===== src/rtl/serial_subtractor_pkg.sv =====
// ----------------------------------------------------------------------------
// serial_subtractor_pkg
// Shared definitions for the serial subtractor:
//   state_e    - FSM state encoding (IDLE, RUN, DONE)
//   cnt_width  - width of the slice counter, clog2(WIDTH/BPC), at least 1 bit
// ----------------------------------------------------------------------------
package serial_subtractor_pkg;

    typedef enum logic [1:0] {
        ST_IDLE = 2'd0,
        ST_RUN  = 2'd1,
        ST_DONE = 2'd2
    } state_e;

    // A single-slice configuration (BPC == WIDTH) still needs a 1-bit counter
    // so that no zero-width vector is ever declared.
    function automatic int cnt_width(input int width, input int bpc);
        int n;
        n = width / bpc;
        return ($clog2(n) < 1) ? 1 : $clog2(n);
    endfunction

endpackage


===== src/rtl/serial_subtractor_sub_slice.sv =====
// ----------------------------------------------------------------------------
// sub_slice
// Purely combinational BPC-bit ripple-borrow subtractor slice: d = a - b - bin.
// Ports:
//   a    [BPC-1:0] in   minuend slice
//   b    [BPC-1:0] in   subtrahend slice
//   bin            in   borrow into the slice LSB
//   d    [BPC-1:0] out  difference slice
//   bout           out  borrow out of the slice MSB
// ----------------------------------------------------------------------------
module sub_slice #(
    parameter int BPC = 1
) (
    input  logic [BPC-1:0] a,
    input  logic [BPC-1:0] b,
    input  logic           bin,
    output logic [BPC-1:0] d,
    output logic           bout
);

    logic [BPC:0] chain;

    always_comb begin
        chain    = '0;
        d        = '0;
        chain[0] = bin;
        for (int i = 0; i < BPC; i++) begin
            d[i]       = a[i] ^ b[i] ^ chain[i];
            // Borrow when a<b for this bit, or a==b and a borrow is pending.
            chain[i+1] = (~a[i] & b[i]) | (~(a[i] ^ b[i]) & chain[i]);
        end
    end

    assign bout = chain[BPC];

endmodule


===== src/rtl/serial_subtractor.sv =====
// ----------------------------------------------------------------------------
// serial_subtractor
// Multi-cycle subtractor computing D = A - B - Bin, BPC bits per clock,
// LSB slice first. A start in IDLE or DONE latches the operands; the result
// appears WIDTH/BPC edges later together with a one-cycle done pulse.
// Back-to-back operation: start held in DONE re-enters RUN directly.
//
// Parameters:
//   WIDTH  operand/result width, 2..64
//   BPC    bits per cycle, must divide WIDTH
// Ports:
//   clk    in   clock, rising edge
//   rst_n  in   asynchronous active-low reset
//   start  in   start request (ignored while busy)
//   A, B   in   minuend / subtrahend, latched on an accepted start
//   Bin    in   borrow-in, latched on an accepted start
//   busy   out  high while in RUN
//   done   out  one-cycle pulse, result valid
//   D      out  registered difference, held until the next result
//   Br     out  registered borrow-out from the MSB
// Configuration macro:
//   SERIAL_SUBTRACTOR_SAT_EN  when defined, a final borrow clamps D to 0
//                             (Br still reports 1). Timing is unaffected.
// ----------------------------------------------------------------------------
module serial_subtractor
    import serial_subtractor_pkg::*;
#(
    parameter int WIDTH = 8,
    parameter int BPC   = 1
) (
    input  logic             clk,
    input  logic             rst_n,
    input  logic             start,
    input  logic [WIDTH-1:0] A,
    input  logic [WIDTH-1:0] B,
    input  logic             Bin,
    output logic             busy,
    output logic             done,
    output logic [WIDTH-1:0] D,
    output logic             Br
);

    if (WIDTH < 2 || WIDTH > 64) begin : g_bad_width
        $error("serial_subtractor: WIDTH must be in 2..64");
    end
    if (BPC < 1 || (WIDTH % BPC) != 0) begin : g_bad_bpc
        $error("serial_subtractor: WIDTH must be an integer multiple of BPC");
    end

    localparam int            N    = WIDTH / BPC;
    localparam int            CW   = cnt_width(WIDTH, BPC);
    localparam logic [CW-1:0] LAST = CW'(N - 1);

    state_e           state_q, state_d;
    logic [CW-1:0]    cnt_q, cnt_d;
    logic [WIDTH-1:0] a_q, a_d;
    logic [WIDTH-1:0] b_q, b_d;
    logic             borrow_q, borrow_d;
    logic [WIDTH-1:0] res_q, res_d;
    logic [WIDTH-1:0] diff_q, diff_d;
    logic             bout_q, bout_d;
    logic             busy_q, busy_d;
    logic             done_q, done_d;

    logic [BPC-1:0]   sl_d;
    logic             sl_bout;
    logic [WIDTH-1:0] res_shift;

    // Operands are shifted right each RUN cycle, so the current slice is
    // always the low BPC bits.
    sub_slice #(.BPC(BPC)) u_slice (
        .a    (a_q[BPC-1:0]),
        .b    (b_q[BPC-1:0]),
        .bin  (borrow_q),
        .d    (sl_d),
        .bout (sl_bout)
    );

    // Result accumulates from the top: each new slice enters at the MSB end,
    // so after N cycles slice 0 has reached the LSB position.
    assign res_shift = WIDTH'({sl_d, res_q} >> BPC);

    always_comb begin
        state_d  = state_q;
        cnt_d    = cnt_q;
        a_d      = a_q;
        b_d      = b_q;
        borrow_d = borrow_q;
        res_d    = res_q;
        diff_d   = diff_q;
        bout_d   = bout_q;

        case (state_q)
            ST_IDLE, ST_DONE: begin
                if (start) begin
                    state_d  = ST_RUN;
                    cnt_d    = '0;
                    a_d      = A;
                    b_d      = B;
                    borrow_d = Bin;
                    res_d    = '0;
                end else begin
                    state_d  = ST_IDLE;
                end
            end
            ST_RUN: begin
                a_d      = a_q >> BPC;
                b_d      = b_q >> BPC;
                borrow_d = sl_bout;
                res_d    = res_shift;
                cnt_d    = cnt_q + CW'(1);
                if (cnt_q == LAST) begin
                    state_d = ST_DONE;
                    bout_d  = sl_bout;
`ifdef SERIAL_SUBTRACTOR_SAT_EN
                    diff_d  = sl_bout ? '0 : res_shift;
`else
                    diff_d  = res_shift;
`endif
                end
            end
            default: state_d = ST_IDLE;
        endcase

        busy_d = (state_d == ST_RUN);
        done_d = (state_d == ST_DONE);
    end

    always_ff @(posedge clk or negedge rst_n) begin
        if (!rst_n) begin
            state_q  <= ST_IDLE;
            cnt_q    <= '0;
            a_q      <= '0;
            b_q      <= '0;
            borrow_q <= 1'b0;
            res_q    <= '0;
            diff_q   <= '0;
            bout_q   <= 1'b0;
            busy_q   <= 1'b0;
            done_q   <= 1'b0;
        end else begin
            state_q  <= state_d;
            cnt_q    <= cnt_d;
            a_q      <= a_d;
            b_q      <= b_d;
            borrow_q <= borrow_d;
            res_q    <= res_d;
            diff_q   <= diff_d;
            bout_q   <= bout_d;
            busy_q   <= busy_d;
            done_q   <= done_d;
        end
    end

    assign busy = busy_q;
    assign done = done_q;
    assign D    = diff_q;
    assign Br   = bout_q;

endmodule


===== config.mk =====
export PLATFORM = sky130hd
export DESIGN_NAME = serial_subtractor
export DESIGN_NICKNAME = d
export VERILOG_FILES = /design/src/rtl/serial_subtractor_pkg.sv /design/src/rtl/serial_subtractor_sub_slice.sv /design/src/rtl/serial_subtractor.sv
export SDC_FILE = /design/constraint.sdc
export NUM_CORES = 1
export LEC_CHECK = 0
export CORE_UTILIZATION = 25
export DETAILED_ROUTE_END_ITERATION = 12
export SETUP_SLACK_MARGIN = 0.3
export SLEW_MARGIN = 30
export SYNTH_ARGS = -nofsm -noshare
export SYNTH_HDL_FRONTEND = slang
export SYNTH_SLANG_ARGS = --single-unit

===== constraint.sdc =====
create_clock -name clk -period 1.4 [get_ports clk]
set_input_delay 0.14 -clock clk [delete_from_list [all_inputs] [get_ports clk]]
set_output_delay 0.14 -clock clk [all_outputs]
set_load 0.05 [all_outputs]

Word level (Yosys, flattened, before mapping). Index checks and enable logic that the tools add are counted.

Bits in registers: 41.

$add $sub $neg: 1. Reduce and logical (&&, ||, !) cells: 5. Bitwise logic cells: 7. Equality and inequality tests: 6. Multiplexer cells: 13.

Operator list (number): case mux 8 bit (2 select lines) (3); two-way mux 8 bit (3); case mux 3 bit (2 select lines) (1); == test 2 x 1 -> 1 bit, second input constant (2); == test 2 bit, second input constant (2); case mux 2 bit (2 select lines) (1); AND reduction 2 bit (2); adder 3 x 1 -> 3 bit, second input constant (1); == test 3 bit, second input constant (1); two-way mux 3 bit (1); AND 1 bit (2); logical NOT 2 bit (1); two-way mux 1 bit (2); two-way mux 2 bit (1); inequality test 2 bit, second input constant (1); inverter 1 bit (2); case mux 1 bit (2 select lines) (1); nonzero test 2 bit (1); OR reduction 2 bit (1); bitwise XOR 1 bit (2); OR 1 bit (1).

Logic depth before layout (Yosys ltp). Gate-level depths: netlist of the first run.

Word-level depth: 5. Mapped depth: 6. Depth with buffers taken out: 5.

By module. From an unflattened synthesis of the first run, not the netlist that was laid out.

Cell total of the unflattened synthesis: 151. Area, all modules: 2087.0 um2.

By module, submodules not included: serial_subtractor (cells each 147, seq. area each 1001.0 um2, area an instance 2055.7 um2, instances 1); sub_slice (cells each 4, seq. area each 0.0 um2, area an instance 31.3 um2, instances 1).

Worst setup path after synthesis of the first run. No wires, ideal clock.

Kind: register to register. Start point: register cnt_q[0]. End point: register diff_q[4], in the netlist D[4]. Stages on the path, launching flop included: 6. Setup time: 0.125 ns. Period minus slack after synthesis: 1.482 ns. Buffers on the path: 1. Data arrival time: 1.357 ns. Setup slack: -0.082 ns. Cells stage by stage: dfrtp_1 -> ha_1 -> ha_1 -> nand3b_4 -> buf_6 -> mux2_2.

Longest elaborated chain between the ends: 2.

Ends and longest elaborated chain: start: declaration (RTL line serial_subtractor.sv:55) `logic [CW-1:0] cnt_q, cnt_d;`; start signal: assignment (RTL line serial_subtractor.sv:143) `cnt_q <= cnt_d;`; == test 3 bit (RTL line serial_subtractor.sv:112) `if (cnt_q == LAST) begin`; AND reduction 2 bit (no line); end signal: assignment (RTL line serial_subtractor.sv:148) `diff_q <= diff_d;`; end: declaration (RTL line serial_subtractor.sv:60) `logic [WIDTH-1:0] diff_q, diff_d;`.

No other way between the ends. A chain may end at the register's enable or synchronous reset.

Worst setup path in the final report of the first run.
Start point: register cnt_q[1]. End point: register diff_q[2], in the netlist D[2].

The elaborated chain is that of the path after synthesis.

==> results_dict.tcl, run 1 <==
set metrics [dict create \
    grt_max_degree 34 \
    clk_pin_slew_ns 0.08 \
    final_core_util_pct 42.3 \
    post-dp-hpwl_um 2560 \
    syn_inst 152 \
    vias 1331 \
    syn_to_final_growth_pct 59.5 \
    place_inst 277 \
    final_cell_count_no_fill 306 \
    power_mw 6.97 \
    io_pins 31 \
    hold_path_class "input port to async pin" \
    dieArea_um2 7750 \
    fin_nets 232 \
    start_util_pct 26.5 \
    critPathMaxStageDelay_ns 0.42 \
    cts-root-buf "clkbuf_8" \
    end_kind "register" \
    muxShareOfSynthArea_pct 12.4 \
    synthesis.area_um2 1850 \
    tritoncts "done" \
    rows 30 \
    crit_type "register to register" \
    seqCellArea_um2 1000 \
    drive_above_1_share_pct 47.1 \
    place_congestion 0.674 \
    core_region_area_um2 6980 \
    grt_pass1_wl_um 6900 \
    outcome "complete, no violations" \
    diodes 0 \
    synth-adder-area-share_pct 2.43 \
    rsz0062_at_grt "true" \
    clock_skew_ns 0.00984 \
    synth_top_family_by_area "compound AO/OA/AOI/OAI gates" \
    synth.avg_cell_area_um2 12.2 \
    worst_path_most_repeated_cell "ha_4" \
    ys_seq_area_share_pct 54.1 \
    ys_ff_latch 40 \
    wirelength_um 4120 \
    gr-total-overflow 0 \
    antenna_found_initial 0 \
    setup_viol 0 \
    cts_inserted_buffers 5 \
    die_y_um 88.0 \
    cp.arrival_ns 1.54 \
    max_cap_viol_count 0 \
    clock_latency_ns 0.30 \
    ff2ff_setup_slack_ns 0.04 \
    ys_warn_count 0 \
    path_max_fanout 6 \
    hold_violations 0 \
    synth_cell_types 26 \
    vdd_drop_max_v 0.000584 \
    drv_slew 0 \
    cp.required_ns 1.58 \
    fmax_ghz 0.736 \
    first_pass_iters 4 \
    relSlewSlack_pct 82.9 \
    chipWidth_um 88.0 \
    clk_path_buf_depth 2 \
    nFillCells 655 \
    cts_max_level 2 \
    crit_family "flip-flops" \
    port_buffers 30 \
    cp_cell_sequence "ha_4, ha_4, nand3b_4, mux2_4" \
    critPathSlowestCell "dfrtp_1" \
    grt_pass1_vias 1386 \
    fin_crit_ns 1.36 \
    drc 0 \
    grt_use_total_pct 11.9 \
    crit_path_start_kind "register" \
    tightest_slew_ns 0.255 \
    ant_nets 0 \
    finalCritPeriodShare_pct 97.1 \
    dr.first_iter.drc_count 61 \
    synth_xor_area_share_pct 0.473 \
    synth_compound_area_share_pct 16.4 \
    multi_input_area_um2 973 \
    avgViaCountPerCell 4.35 \
    power.density_nw_per_um2 2360 \
    leakagePower_nw 1.30 \
    routedWlPerCell_um 13.5 \
    cp_num_buf_inv 0 \
    clkSinkCount 40 \
    syn_nets 175 \
    synthSimpleGateAreaFrac_pct 7.37 \
]
==> cell type report <==
| class | count | area share, % |
|---|---|---|
| clock inverters | 3 | 1.57 |
| well taps | 96 | 4.07 |
| inverters | 11 | 1.40 |
| flip-flops and latches | 40 | 34.0 |
| clock buffers | 5 | 2.33 |
| repair buffers | 59 | 23.7 |
| multi-input cells | 92 | 33.0 |
==> cells in the mapped netlist <==
library cell | number | area, um^2
and2_4 | 1 | 8.76
inv_1 | 11 | 41.3
nand2_1 | 2 | 7.51
a21oi_1 | 13 | 65.1
a22o_1 | 9 | 78.8
mux2_4 | 4 | 60.1
ha_1 | 2 | 25.0
a21oi_2 | 3 | 26.3
o22ai_1 | 7 | 43.8
nand2b_1 | 2 | 12.5
buf_4 | 1 | 7.51
a211oi_1 | 8 | 60.1
nand3b_4 | 1 | 20.0
buf_2 | 2 | 10.0
clkbuf_1 | 3 | 11.3
nand3_1 | 2 | 10.0
dfrtp_1 | 40 | 1000
nor2_1 | 2 | 7.51
mux2_2 | 7 | 78.8
mux2i_1 | 9 | 90.1
buf_6 | 5 | 56.3
nand2b_4 | 1 | 13.8
o21ai_0 | 6 | 30.0
nor2b_1 | 9 | 56.3
xnor2_1 | 1 | 8.76
fa_1 | 1 | 20.0
==> per-stage QoR <==
| stage | setup slack, ns | area, um^2 | TNS (ns) | hold WS, ns |
|---|---|---|---|---|
| 6_report | 0.0411 | 2950 | 0 | 0.236 |
| 5_1_grt | 0.00271 | 2950 | 0 | 0.261 |
| 4_1_cts | 0.0429 | 2790 | 0 | 0.228 |
| 3_5_place_dp | -0.0378 | 2410 | -0.0739 | 0.0176 |
| 3_3_place_gp | 0.00528 | 2410 | 0 | 0.0127 |
| 2_1_floorplan | 0.0282 | 1910 | 0 | -0.156 |
==> power breakdown <==
| group | leakage [nW] | switching, mW | internal, mW |
|---|---|---|---|
| sequential | 0.489 | 0.503 | 1.69 |
| combinational | 0.751 | 1.67 | 2.14 |
| clock | 0.0548 | 0.432 | 0.537 |
| total | 1.30 | 2.60 | 4.37 |
==> registers in the layout, summed over array words and instances (netlist names) <==
register and count:
done 1, borrow_q 1, Br 1, busy 1, res_q 7, cnt_q 3, D 8, a_q 8
b_q 8, state_q 2
==> path summary, 6_finish.rpt <==
kind | end | from | cells after the start
max | D[2]$_DFFE_PN0P_ | cnt_q[1]$_DFFE_PN0P_ | 4
min | a_q[1]$_DFFE_PN0P_ | rst_n | 2
max reg2reg | D[2]$_DFFE_PN0P_ | cnt_q[1]$_DFFE_PN0P_ | 4
min reg2reg | res_q[3]$_DFFE_PN0P_ | res_q[3]$_DFFE_PN0P_ | 1
max in group asynchronous | state_q[1]$_DFF_PN0_ | rst_n | 3
min in group clk | cnt_q[0]$_DFFE_PN0P_ | start | 3
==> routing by layer <==
| layer | GRT usage, % | up-vias | share of wire, % |
|---|---|---|---|
| met4 | 3.96 | 0 | 1.2 |
| met1 | 15.7 | 652 | 45 |
| li1 | - | 653 | - |
| met5 | 0 | - | 0 |
| met2 | 18.7 | 21 | 50 |
| met3 | 3.49 | 5 | 3.6 |
==> placed cells by master, fill, tap and decap left out, drive strengths merged, types with 2 or more instances in the layout <==
| cell | Yosys | layout |
|---|---|---|
| a211oi | 8 | 8 |
| a21oi | 16 | 16 |
| a22o | 9 | 9 |
| and2 | 1 | 2 |
| buf | 8 | 39 |
| clkbuf | 3 | 6 |
| clkdlybuf4s50 | 0 | 17 |
| dfrtp | 40 | 40 |
| ha | 2 | 2 |
| inv | 11 | 12 |
| mux2 | 11 | 11 |
| mux2i | 9 | 9 |
| nand2 | 2 | 2 |
| nand2b | 3 | 3 |
| nand3 | 2 | 2 |
| nand3b | 1 | 2 |
| nor2 | 2 | 2 |
| nor2b | 9 | 9 |
| o21ai | 6 | 6 |
| o22ai | 7 | 7 |
==> cells by family (layout without fill, tap and decap cells) <==
logic type,after synthesis,in the layout
AOI/OAI and AO/OA,46,46
xor gates and xnor gates,1,1
and+or+nand+nor,20,22
muxes,20,20
DFF,40,40
buffers and inverters,22,78
adders and majority gates,3,3
==> what timing repair did <==
action | in CTS | in global routing
gates cloned | 2 | 1
pin swaps | 14 | 6
setup endpoints to repair | 38 | 39
buffers inserted | 13 | 4
hold buffers | 1 | 0
resized for setup | 35 | 24
hold endpoints to repair | 40 | 0
Power figures use the tool's default switching activity.
==> run 2, diff against run 1 <==
--- a/config.mk
+++ b/config.mk
@@ -5,8 +5,10 @@
 export SDC_FILE = /design/constraint.sdc
 export NUM_CORES = 1
 export LEC_CHECK = 0
+export CORE_MARGIN = 2
 export CORE_UTILIZATION = 25
 export DETAILED_ROUTE_END_ITERATION = 12
+export PLACE_DENSITY = 0.5
 export SETUP_SLACK_MARGIN = 0.3
 export SLEW_MARGIN = 30
 export SYNTH_ARGS = -nofsm -noshare
==> run 2 against run 1 <==
Net effect: wire length fell by 4.0%; register-to-register slack better by 0.02 ns; die area rose by 4.6%; sequential cell count stayed put; clock skew down 0.0040 ns; global-route usage fell by 1.7 points; count of clock-buffer cells in the layout is the same; non-clock buffer count decreased by 3; fmax is 1.3% higher; final area down 2.8%; largest power group unchanged.
==> results_dict.tcl, run 2 (synthesis gave the netlist of run 1 again) <==
set metrics [dict create \
    start_util_pct 25.7 \
    finalCritPeriodShare_pct 95.8 \
    clock_skew_ns 0.00585 \
    final_cell_mix "dfrtp_1 (38), clkdlybuf4s50_1 (18), buf_4 (15)" \
    ant_nets 0 \
    first_pass_iters 4 \
    met2_usage_pct 14.8 \
    hold_ws_ns 0.330 \
    hold_path_class "input port to async pin" \
    relSlewSlack_pct 72.8 \
    met3_usage_pct 3.86 \
    fmax_ghz 0.746 \
    max_cap_viol_count 0 \
    io_pins 31 \
    vias 1316 \
    fin_crit_ns 1.34 \
    outcome "complete, no violations" \
    grt_max_degree 41 \
    rsz0062_at_grt "true" \
    power.density_nw_per_um2 2310 \
    place_inst 280 \
    chipWidth_um 90.0 \
    gr-total-overflow 0 \
    vdd_drop_max_v 0.000704 \
    routedWlPerCell_um 12.9 \
    tightest_slew_ns 0.407 \
    wirelength_um 3960 \
    clk_path_buf_depth 2 \
    path_max_fanout 6 \
    core_region_area_um2 7210 \
    diodes 0 \
    cp.arrival_ns 1.54 \
    antenna_found_initial 0 \
    crit_type "register to register" \
    leakagePower_nw 1.25 \
    drive_above_1_share_pct 43.0 \
    grt_pass1_wl_um 6540 \
    syn_to_final_growth_pct 55.1 \
    use_met1_pct 13.6 \
    post-dp-hpwl_um 2450 \
    final_common_cell "dfrtp_1" \
    crit_path_start_kind "register" \
    place_congestion 0.653 \
    cts-root-buf "clkbuf_8" \
    setup_viol 0 \
    clk_pin_slew_ns 0.08 \
    hold_violations 0 \
    end_kind "register" \
    fin_nets 229 \
    drc 0 \
    port_buffers 30 \
    cts_max_level 2 \
    busiest_layer "met2" \
    cp.required_ns 1.59 \
    grt_pass1_vias 1274 \
    clock_latency_ns 0.30 \
    clkSinkCount 40 \
    avgViaCountPerCell 4.30 \
    dieArea_um2 8110 \
    final_cell_count_no_fill 306 \
    drv_slew 0 \
    ff2ff_path_depth 4 \
    rows 31 \
    dr.first_iter.drc_count 87 \
    grt_use_total_pct 10.1 \
    cts_inserted_buffers 5 \
    die_y_um 90.0 \
    tritoncts "done" \
    final_core_util_pct 39.8 \
]
run 2: repair_timing:
action / 4_1_cts / 5_1_grt
hold buffers: 1 / 0
gates cloned: 1 / 1
endpoints found under the setup margin: 38 / 38
setup buffers: 5 / 10
pin swaps: 5 / 15
gates resized for setup: 6 / 41
endpoints found under the hold margin: 40 / 0
run 2: layout make-up:
type                       count  area [um^2]
fill                         700         4340
clock buffer                   5         68.8
sequential                    40         1000
timing repair buffer          56          644
tap                           99          124
multi-input combinational     92          941
clock inverter                 3         47.5
inverter                      11         41.3
run 2: path summary, 6_finish.rpt:
check,slack [ns],endpoint,startpoint
min in group clk,0.48,b_q[7]$_DFFE_PN0P_,B[7]
max in group asynchronous,0.85,state_q[1]$_DFF_PN0_,rst_n
min,0.33,b_q[4]$_DFFE_PN0P_,rst_n
max,0.06,D[4]$_DFFE_PN0P_,cnt_q[0]$_DFFE_PN0P_
max reg2reg,0.06,D[4]$_DFFE_PN0P_,cnt_q[0]$_DFFE_PN0P_
min reg2reg,0.53,res_q[1]$_DFFE_PN0P_,res_q[1]$_DFFE_PN0P_
run 2: layer usage:
layer	up-vias	part of all wire (%)
li1	649	-
met1	638	48
met2	25	46
met3	4	4.4
met4	0	1.7
met5	-	0
run 2: worst max-delay path: stages, from the launching register on:
cell and delay, ns:
dfrtp_1 0.41, ha_4 0.18, ha_4 0.17, nand3b_2 0.17, mux2_4 0.31
run 2: per-stage QoR:
step	setup slack (ns)	setup TNS, ns	power (mW)	instance area (um^2)
CTS	0.0559	0	6.14	2590
global placement	-0.00719	-0.0137	5.02	2410
global route	0.0252	0	7.09	2870
floorplan	0.0282	0	4.05	1910
detailed placement	-0.0335	-0.0670	5.04	2410
finish	0.0591	0	6.63	2870
run 2: report_power, final:
group          internal [mW]  total (mW)  leakage (nW)  switching (mW)
clock                  0.537       0.970        0.0583           0.433
combinational           1.92        3.49         0.704            1.57
sequential              1.69        2.16         0.489           0.477
total                   4.15        6.63          1.25            2.48
==> run 3, diff against run 2 <==
--- a/config.mk
+++ b/config.mk
@@ -5,10 +5,12 @@
 export SDC_FILE = /design/constraint.sdc
 export NUM_CORES = 1
 export LEC_CHECK = 0
+export CELL_PAD_IN_SITES_DETAIL_PLACEMENT = 1
+export CELL_PAD_IN_SITES_GLOBAL_PLACEMENT = 1
 export CORE_MARGIN = 2
 export CORE_UTILIZATION = 25
 export DETAILED_ROUTE_END_ITERATION = 12
-export PLACE_DENSITY = 0.5
+export PLACE_DENSITY = 0.58
 export SETUP_SLACK_MARGIN = 0.3
 export SLEW_MARGIN = 30
 export SYNTH_ARGS = -nofsm -noshare
==> run 3 against run 2 <==
Net effect: die area unchanged; global-route usage up 1.4 points; critical path type unchanged; largest power group unchanged; count of clock-buffer cells in the layout unchanged; sequential power about the same; non-clock buffer count down 1.
==> results_dict.tcl, run 3 (synthesis gave the netlist of run 1 again) <==
set metrics [dict create \
    tritoncts "done" \
    crit_path_start_kind "register" \
    nFillCells 779 \
    clk_pin_slew_ns 0.09 \
    port_buffers 30 \
    leakagePower_nw 1.27 \
    path_max_fanout 2 \
    clock_latency_ns 0.30 \
    rows 31 \
    ff2ff_setup_slack_ns 0.06 \
    syn_to_final_growth_pct 54.4 \
    place_inst 281 \
    final_core_util_pct 39.6 \
    max_cap_viol_count 0 \
    reg2reg_to "cnt_q[2]$_DFFE_PN0P_" \
    grt_use_total_pct 11.6 \
    clock_skew_ns 0.0118 \
    gr-total-overflow 0 \
    cp.required_ns 1.59 \
    seqCellArea_um2 1000 \
    hold_path_class "input port to async pin" \
    cts_max_level 2 \
    dr.first_iter.drc_count 49 \
    crit_type "register to register" \
    core_region_area_um2 7210 \
    drive_above_1_share_pct 42.2 \
    fin_nets 228 \
    antenna_found_initial 0 \
    fmax_ghz 0.745 \
    grt_max_degree 41 \
    dieArea_um2 8110 \
    place_congestion 0.666 \
    routedWlPerCell_um 14.0 \
    final_cell_mix "dfrtp_1 (38), clkdlybuf4s50_1 (17), buf_4 (17)" \
    wirelength_um 4270 \
    cp.arrival_ns 1.53 \
    avgViaCountPerCell 4.32 \
    multi_input_area_um2 931 \
    power.density_nw_per_um2 2380 \
    grt_pass1_wl_um 7530 \
    relSlewSlack_pct 83.9 \
    reg2reg_from "cnt_q[1]$_DFFE_PN0P_" \
    drc 0 \
    clk_path_buf_depth 2 \
    vdd_drop_max_v 0.000661 \
    clkSinkCount 40 \
    diodes 0 \
    grt_pass1_vias 1445 \
    first_pass_iters 3 \
    final_common_cell "dfrtp_1" \
    ant_nets 0 \
    setup_viol 0 \
    post-dp-hpwl_um 2700 \
    outcome "complete, no violations" \
    fin_crit_ns 1.34 \
    chipWidth_um 90.0 \
    end_kind "register" \
    power_mw 6.80 \
    start_util_pct 25.7 \
    final_cell_count_no_fill 305 \
    die_y_um 90.0 \
    drv_slew 0 \
    ff2ff_path_depth 4 \
    rsz0062_at_grt "true" \
    cts_inserted_buffers 5 \
    cts-root-buf "clkbuf_8" \
    tightest_slew_ns 0.240 \
    vias 1317 \
    finalCritPeriodShare_pct 95.9 \
    hold_violations 0 \
    io_pins 31 \
]
run 3: cell count changes in the layout (fill, tap and decap cells not counted), sizes merged:
cell | before | now
buf | 37 | 36
clkdlybuf4s50 | 18 | 17
dlymetal6s2s | 0 | 1
run 3: repair_timing:
| item | in CTS | in global routing |
|---|---|---|
| buffers inserted | 9 | 4 |
| gates resized for setup | 27 | 12 |
| cloned | 2 | 0 |
| pin swaps | 13 | 7 |
| endpoints found under the setup margin | 36 | 37 |
| hold endpoints to repair | 40 | 0 |
| hold buffers | 1 | 0 |
run 3: critical path: stages (launching register included):
cell and delay (ns):
dfrtp_1 0.42, ha_4 0.18, ha_4 0.20, mux2_4 0.26, a22o_1 0.18
run 3: worst max-delay path by stage:
stage | startpoint | end | slack, ns | cells after the start
after global routing | b_q[0]$_DFFE_PN0P_ | D[7]$_DFFE_PN0P_ | 0.03 | 3
after floorplan | cnt_q[0]$_DFFE_PN0P_ | D[2]$_DFFE_PN0P_ | 0.03 | 5
after global placement | cnt_q[1]$_DFFE_PN0P_ | D[0]$_DFFE_PN0P_ | 0.02 | 4
after CTS | cnt_q[1]$_DFFE_PN0P_ | cnt_q[2]$_DFFE_PN0P_ | 0.05 | 4
after detailed placement | cnt_q[1]$_DFFE_PN0P_ | D[0]$_DFFE_PN0P_ | -0.004 | 4
final | cnt_q[1]$_DFFE_PN0P_ | cnt_q[2]$_DFFE_PN0P_ | 0.06 | 4
run 3: area by class of cell:
cell class              count  share of cell area [%]
inverters                  11                    1.44
clock inverters             3                    1.66
multi-input cells          92                    32.6
flip-flops and latches     40                    35.1
clock buffers               5                    2.41
well taps                  99                    4.33
repair buffers             55                    22.5
run 3: where the power goes:
group          internal (mW)  switching, mW
clock                  0.537          0.436
combinational           2.03           1.62
sequential              1.69          0.496
run 3: per-layer routing:
layer | part of all wire, % | wire [um] | up-vias | GRT usage [%]
met3 | 3.5 | 149 | 4 | 3.35
met1 | 46 | 1950 | 648 | 15.3
li1 | - | - | 645 | -
met5 | 0 | 0 | - | 0
met2 | 50 | 2130 | 20 | 18.4
met4 | 1.1 | 45 | 0 | 3.46
run 3: through the flow:
step / setup TNS (ns) / setup slack, ns / instance area, um^2 / hold WS [ns]
floorplan: 0 / 0.0282 / 1910 / -0.156
detailed placement: -0.00715 / -0.00407 / 2430 / 0.128
CTS: 0 / 0.0474 / 2790 / 0.344
global route: 0 / 0.0258 / 2860 / 0.365
global placement: 0 / 0.0247 / 2430 / 0.131
finish: 0 / 0.0577 / 2860 / 0.339
